--- config.mk ---
export PLATFORM = sky130hd
export DESIGN_NAME = main_mem_responder
export DESIGN_NICKNAME = d
export VERILOG_FILES = /design/src/rtl/mem_if_pkg.sv /design/src/rtl/main_mem_array.sv /design/src/rtl/main_mem_responder.sv
export SDC_FILE = /design/constraint.sdc
export NUM_CORES = 1
export LEC_CHECK = 0
export ABC_CLOCK_PERIOD_IN_PS = 6200
export CORE_ASPECT_RATIO = 2
export CORE_UTILIZATION = 65
export DETAILED_ROUTE_END_ITERATION = 8
export PLACE_DENSITY = 0.89
export SYNTH_ARGS = -nofsm -noshare
export SYNTH_HDL_FRONTEND = slang
export SYNTH_SLANG_ARGS = --single-unit
--- constraint.sdc ---
create_clock -name clk -period 6.2 [get_ports clk]
set_input_delay 1.24 -clock clk [delete_from_list [all_inputs] [get_ports clk]]
set_output_delay 1.24 -clock clk [all_outputs]
set_load 0.05 [all_outputs]
--- src/rtl/mem_if_pkg.sv ---
// Shared definitions for the cache <-> main memory request interface.
// Used by the responder, the cache controller and the bench.
package mem_if_pkg;

    localparam int MEM_ADDR_W = 4;
    localparam int MEM_DATA_W = 8;

    localparam int LAT_CNT_W  = 4;
    localparam int REQ_CNT_W  = 8;

    localparam logic [1:0] ST_IDLE    = 2'b00;
    localparam logic [1:0] ST_WAIT    = 2'b01;
    localparam logic [1:0] ST_RESPOND = 2'b10;

    // Counter value loaded at accept; the responder leaves WAIT when it reads 1.
    function automatic logic [LAT_CNT_W-1:0] lat_load(input int unsigned latency);
        return LAT_CNT_W'(latency - 1);
    endfunction

endpackage

--- src/rtl/main_mem_array.sv ---
// Backing store: synchronous write, registered read, combinational debug read.
// Reset rewrites every word with its own index XORed with INIT_XOR.
module main_mem_array
    import mem_if_pkg::*;
#(
    parameter int unsigned       ADDR_W   = MEM_ADDR_W,
    parameter int unsigned       DATA_W   = MEM_DATA_W,
    parameter logic [DATA_W-1:0] INIT_XOR = '0
) (
    input  logic              clk,
    input  logic              rst_n,
    input  logic              i_we,
    input  logic [ADDR_W-1:0] i_waddr,
    input  logic [DATA_W-1:0] i_wdata,
    input  logic              i_re,
    input  logic [ADDR_W-1:0] i_raddr,
    output logic [DATA_W-1:0] o_rdata,
    input  logic [ADDR_W-1:0] i_dbg_addr,
    output logic [DATA_W-1:0] o_dbg_data
);

    localparam int unsigned DEPTH = 2 ** ADDR_W;

    logic [DATA_W-1:0] r_mem [DEPTH];
    logic [DATA_W-1:0] r_rdata;

    always_ff @(posedge clk) begin
        if (!rst_n) begin
            for (int i = 0; i < DEPTH; i++) begin
                r_mem[i] <= DATA_W'(i) ^ INIT_XOR;
            end
        end else if (i_we) begin
            r_mem[i_waddr] <= i_wdata;
        end
    end

    // Read register doubles as the responder's datain; holds between reads.
    always_ff @(posedge clk) begin
        if (!rst_n) begin
            r_rdata <= '0;
        end else if (i_re) begin
            r_rdata <= r_mem[i_raddr];
        end
    end

    assign o_rdata    = r_rdata;
    assign o_dbg_data = r_mem[i_dbg_addr];

endmodule

--- src/rtl/main_mem_responder.sv ---
// Memory-side responder: accepts single-cycle requests, answers after LATENCY cycles
// with a one-cycle ready strobe; reads return data in the ready cycle.
module main_mem_responder
    import mem_if_pkg::*;
#(
    parameter int unsigned       ADDR_W   = MEM_ADDR_W,
    parameter int unsigned       DATA_W   = MEM_DATA_W,
    parameter int unsigned       LATENCY  = 2,
    parameter logic [DATA_W-1:0] INIT_XOR = '0
) (
    input  logic                 clk,
    input  logic                 rst_n,
    input  logic [ADDR_W-1:0]    mem_req_addr,
    input  logic [DATA_W-1:0]    mem_req_dataout,
    input  logic                 mem_req_rw,
    input  logic                 mem_req_valid,
    output logic                 mem_req_ready,
    output logic [DATA_W-1:0]    mem_req_datain,
    output logic                 busy,
    output logic [REQ_CNT_W-1:0] req_count,
    output logic                 overrun,
    input  logic [ADDR_W-1:0]    dbg_addr,
    output logic [DATA_W-1:0]    dbg_data
);

    logic [1:0]           r_state;
    logic [1:0]           w_state_next;
    logic [ADDR_W-1:0]    r_addr;
    logic                 r_rw;
    logic [DATA_W-1:0]    r_wdata;
    logic [LAT_CNT_W-1:0] r_lat_cnt;
    logic                 r_ready;
    logic                 r_busy;
    logic                 r_overrun;
    logic [REQ_CNT_W-1:0] r_req_count;

    logic                 w_accept;
    logic                 w_enter_respond;
    logic [ADDR_W-1:0]    w_cur_addr;
    logic                 w_cur_rw;
    logic                 w_rd_en;
    logic                 w_wr_en;

    assign w_accept = (r_state == ST_IDLE) && mem_req_valid;

    // With LATENCY=1 RESPOND is entered at the accept edge, before the request is latched.
    assign w_cur_addr = (r_state == ST_IDLE) ? mem_req_addr : r_addr;
    assign w_cur_rw   = (r_state == ST_IDLE) ? mem_req_rw   : r_rw;

    always_comb begin
        w_state_next    = r_state;
        w_enter_respond = 1'b0;
        unique case (r_state)
            ST_IDLE: begin
                if (mem_req_valid) begin
                    if (LATENCY == 1) begin
                        w_state_next    = ST_RESPOND;
                        w_enter_respond = 1'b1;
                    end else begin
                        w_state_next = ST_WAIT;
                    end
                end
            end
            ST_WAIT: begin
                if (r_lat_cnt == LAT_CNT_W'(1)) begin
                    w_state_next    = ST_RESPOND;
                    w_enter_respond = 1'b1;
                end
            end
            ST_RESPOND: begin
                w_state_next = ST_IDLE;
            end
            default: begin
                w_state_next = ST_IDLE;
            end
        endcase
    end

    assign w_rd_en = w_enter_respond && !w_cur_rw;
    assign w_wr_en = (r_state == ST_RESPOND) && r_rw;

    always_ff @(posedge clk) begin
        if (!rst_n) begin
            r_state <= ST_IDLE;
        end else begin
            r_state <= w_state_next;
        end
    end

    always_ff @(posedge clk) begin
        if (!rst_n) begin
            r_addr  <= '0;
            r_rw    <= 1'b0;
            r_wdata <= '0;
        end else if (w_accept) begin
            r_addr  <= mem_req_addr;
            r_rw    <= mem_req_rw;
            r_wdata <= mem_req_dataout;
        end
    end

    always_ff @(posedge clk) begin
        if (!rst_n) begin
            r_lat_cnt <= '0;
        end else if (w_accept) begin
            r_lat_cnt <= lat_load(LATENCY);
        end else if (r_state == ST_WAIT) begin
            r_lat_cnt <= r_lat_cnt - LAT_CNT_W'(1);
        end
    end

    always_ff @(posedge clk) begin
        if (!rst_n) begin
            r_ready <= 1'b0;
            r_busy  <= 1'b0;
        end else begin
            r_ready <= w_enter_respond;
            if (w_accept) begin
                r_busy <= 1'b1;
            end else if (r_state == ST_RESPOND) begin
                r_busy <= 1'b0;
            end
        end
    end

    // Requests arriving outside IDLE are dropped and flagged until reset.
    always_ff @(posedge clk) begin
        if (!rst_n) begin
            r_req_count <= '0;
            r_overrun   <= 1'b0;
        end else begin
            if (w_accept) begin
                r_req_count <= r_req_count + REQ_CNT_W'(1);
            end
            if (mem_req_valid && (r_state != ST_IDLE)) begin
                r_overrun <= 1'b1;
            end
        end
    end

    main_mem_array #(
        .ADDR_W   (ADDR_W),
        .DATA_W   (DATA_W),
        .INIT_XOR (INIT_XOR)
    ) u_array (
        .clk        (clk),
        .rst_n      (rst_n),
        .i_we       (w_wr_en),
        .i_waddr    (r_addr),
        .i_wdata    (r_wdata),
        .i_re       (w_rd_en),
        .i_raddr    (w_cur_addr),
        .o_rdata    (mem_req_datain),
        .i_dbg_addr (dbg_addr),
        .o_dbg_data (dbg_data)
    );

    assign mem_req_ready = r_ready;
    assign busy          = r_busy;
    assign req_count     = r_req_count;
    assign overrun       = r_overrun;

endmodule

==> results.yml <==
status:
  status: "complete, but fails checks"
  violations: "capacitance limit, slew limit"
sta:
  rsz0062_at_grt: "false"
  whs_ns: 0.516
  worst_pin_slew_ns: 1.49
  fin_skew_ns: 0.0110
  post-route-period-util_pct: 83.9
  slew_viol_final: 1
  fmax_mhz: 192
  min_period_ns: 5.20
  setup_violations: 0
  worst_slew_margin_rel_pct: -1.80
  hold_violations: 0
  setup_tns_ns: 0
global_route:
  grt_usage_pct: 40.1
  gr-total-overflow: 0
  grt_pass1_vias: 6347
  grt_antenna_before_repair: 0
  grt_pass1_wl_mm: 38.8
  grt_max_degree: 65
synth:
  synth_cell_type_count: 51
  ys.warnings.count: 0
  ys_ff_latch: 166
  yosysMostFrequentCell: "edfxtp_1"
  ys_top_cells_by_area: "edfxtp_1, mux4_2, dfxtp_1"
  synth_area_leader_cell: "edfxtp_1"
  async_flop_share_pct: 0
  avgSynthCellArea_um2: 12.4
  synth_top_area_share_pct: 44.3
  synth_common_cells: "edfxtp_1, and2_1, a211oi_1, and3_1"
  synth_ff_type: "edfxtp_1"
  syn_nets: 722
  yosysSeqAreaShare_pct: 53.1
  synth.cell_area_um2: 8680
  synth_edf_count: 128
  synth_cells: 699
floorplanning:
  die_y_um: 165
  core_um2: 13000
  io_pins: 47
  core.rowCount: 59
  dieArea_um2: 13800
  start_util_pct: 66.8
  fp.dieW_um: 83.7
clock_tree:
  hold_buffers: 0
  clkTransAtPathRegs_ns: 0.07
  cts_tree: "yes"
  cts_resized: 0
  h-tree-depth: 4
  cts_sinks: 166
  post_cts_buffers: 0
  cts-root-buf: "clkbuf_16"
  clk_latency_ns: 0.43
  numCtsBuffers: 17
  clockBufferDepth: 2
pwr:
  power.density_nw_per_um2: 280
  power_leakage_uw: 0.00327
  vdd_drop_max_uv: 264
cells_and_area:
  layout.nets: 736
  fillers: 834
  area_growth_pct: 11.2
  antenna_cells: 0
  drive_gt1_share_pct: 13.1
  seqCellArea_um2: 4600
  multi_input_area_um2: 3710
routing:
  antenna_left: 0
  drc: 0
  dr.first_iter.drc_count: 899
  wire_per_inst_um: 30.5
  dr.pass1.iters: 6
  vias: 6476
  avgViaCountPerCell: 7.38
  wirelength_mm: 26.8
critical_path:
  crit_fanout: 15
  cp_data_arrival_time_ns: 3.96
  cp-start-kind: "primary input"
  reg2regPathDepth: 6
  worstReg2RegEnd: "u_array.o_rdata[6]"
  cp.required_ns: 4.96
  end_kind: "output pin"
  rrSetupSlack_ns: 2.67
  rr_startpoint: "r_state[1]"
  crit_type: "primary input to output pin"
placement:
  io_buffers: 46
  dp.final_hpwl_mm: 19.1
  place_congestion: 1.10
worst_hold_path:
  min_path_cells: 2
  min_to: "overrun"
  holdCritStartpoint: "overrun"
  min_path_type: "register to register"
job:
  max-cap-violations: 1
how the worst max path moves through the flow:
| stage | slack (ns) | end | cells past startpoint | start |
|---|---|---|---|---|
| finish | 1.0 | dbg_data[6] | 4 | dbg_addr[0] |
| global placement | 1.06 | dbg_data[6] | 4 | dbg_addr[0] |
| detailed placement | 1.00 | dbg_data[6] | 4 | dbg_addr[0] |
| CTS | 0.99 | dbg_data[6] | 4 | dbg_addr[0] |
| global route | 0.93 | dbg_data[7] | 5 | dbg_addr[0] |
| floorplan | 2.06 | dbg_data[0] | 4 | dbg_addr[1] |
flip-flops by register name (all words and copies together), names as in the netlist:
register	cells
r_wdata	8
mem_req_ready	1
r_lat_cnt	4
r_state	2
req_count	8
u_array.o_rdata	8
u_array.r_mem	128
overrun	1
r_addr	4
r_rw	1
busy	1
cell usage in the layout, fill, tap and decap left out, types with 5 or more instances in the layout:
master | netlist | final
o21ai_0 | 13 | 13
nand3_1 | 5 | 5
o21a_1 | 8 | 8
or3_1 | 28 | 28
buf_4 | 2 | 7
mux2i_1 | 15 | 15
nand2b_1 | 11 | 11
xor2_1 | 6 | 6
edfxtp_1 | 128 | 128
a2111oi_0 | 12 | 12
clkdlybuf4s50_1 | 0 | 45
and2_1 | 96 | 96
nand2_1 | 40 | 40
and3_1 | 47 | 47
nor2_1 | 27 | 27
clkbuf_16 | 0 | 17
inv_1 | 5 | 5
a21oi_1 | 18 | 18
nor3_1 | 6 | 6
a211oi_1 | 52 | 52
inv_8 | 0 | 5
mux4_2 | 40 | 40
dfxtp_1 | 38 | 38
o221a_1 | 8 | 8
power by group:
part           total (µW)  internal (µW)  switching (µW)
clock network        1050            541             504
registers            1300           1230            65.4
logic                 361            135             227
per-stage QoR:
| step | util, % | cells | total power (µW) | cell area (µm²) | setup slack (ns) |
|---|---|---|---|---|---|
| 2_1_floorplan | - | 699 | 1550 | 8680 | 2.06 |
| 3_3_place_gp | 69.7 | 845 | 1660 | 9060 | 1.06 |
| 3_5_place_dp | 69.7 | 845 | 1670 | 9060 | 1.00 |
| 4_1_cts | 74.2 | 877 | 2690 | 9640 | 0.995 |
| 5_1_grt | 74.2 | 878 | 2760 | 9650 | 0.933 |
| 6_report | 74.2 | 878 | 2700 | 9650 | 0.996 |
worst max-delay path, stage by stage:
cell	delay [ns]
clkdlybuf4s50_1	0.94
mux4_2	0.58
mux4_2	0.48
clkdlybuf4s50_1	0.72
area by class of cell:
| class | count | area share [%] |
|---|---|---|
| Multi-Input combinational cell | 467 | 38.5 |
| Clock inverter | 14 | 1.60 |
| Timing Repair Buffer | 55 | 5.53 |
| Sequential cell | 166 | 47.7 |
| Inverter | 6 | 0.233 |
| Tap cell | 152 | 1.97 |
| Clock buffer | 18 | 4.45 |
routing by layer:
layer / vias up / wire length (µm) / global-route usage [%]
li1: 2700 / - / -
met1: 3136 / 8240 / 42.0
met2: 494 / 13700 / 69.9
met3: 146 / 2180 / 7.36
met4: 0 / 2710 / 33.0
met5: - / 0 / 0
kinds of logic (layout without fill, tap and decap cells):
family	Yosys count	count (layout)	synth area share, %
and+or+nand+nor	280	280	18.7
DFF	166	166	53.1
AOI/OAI and AO/OA	118	118	10.4
buffers and inverters	66	93	4.20
muxes	56	56	12.2
xor gates and xnor gates	10	10	1.01
adders and majority gates	3	3	0.433
Note: power is estimated with default switching activity, not from simulation.
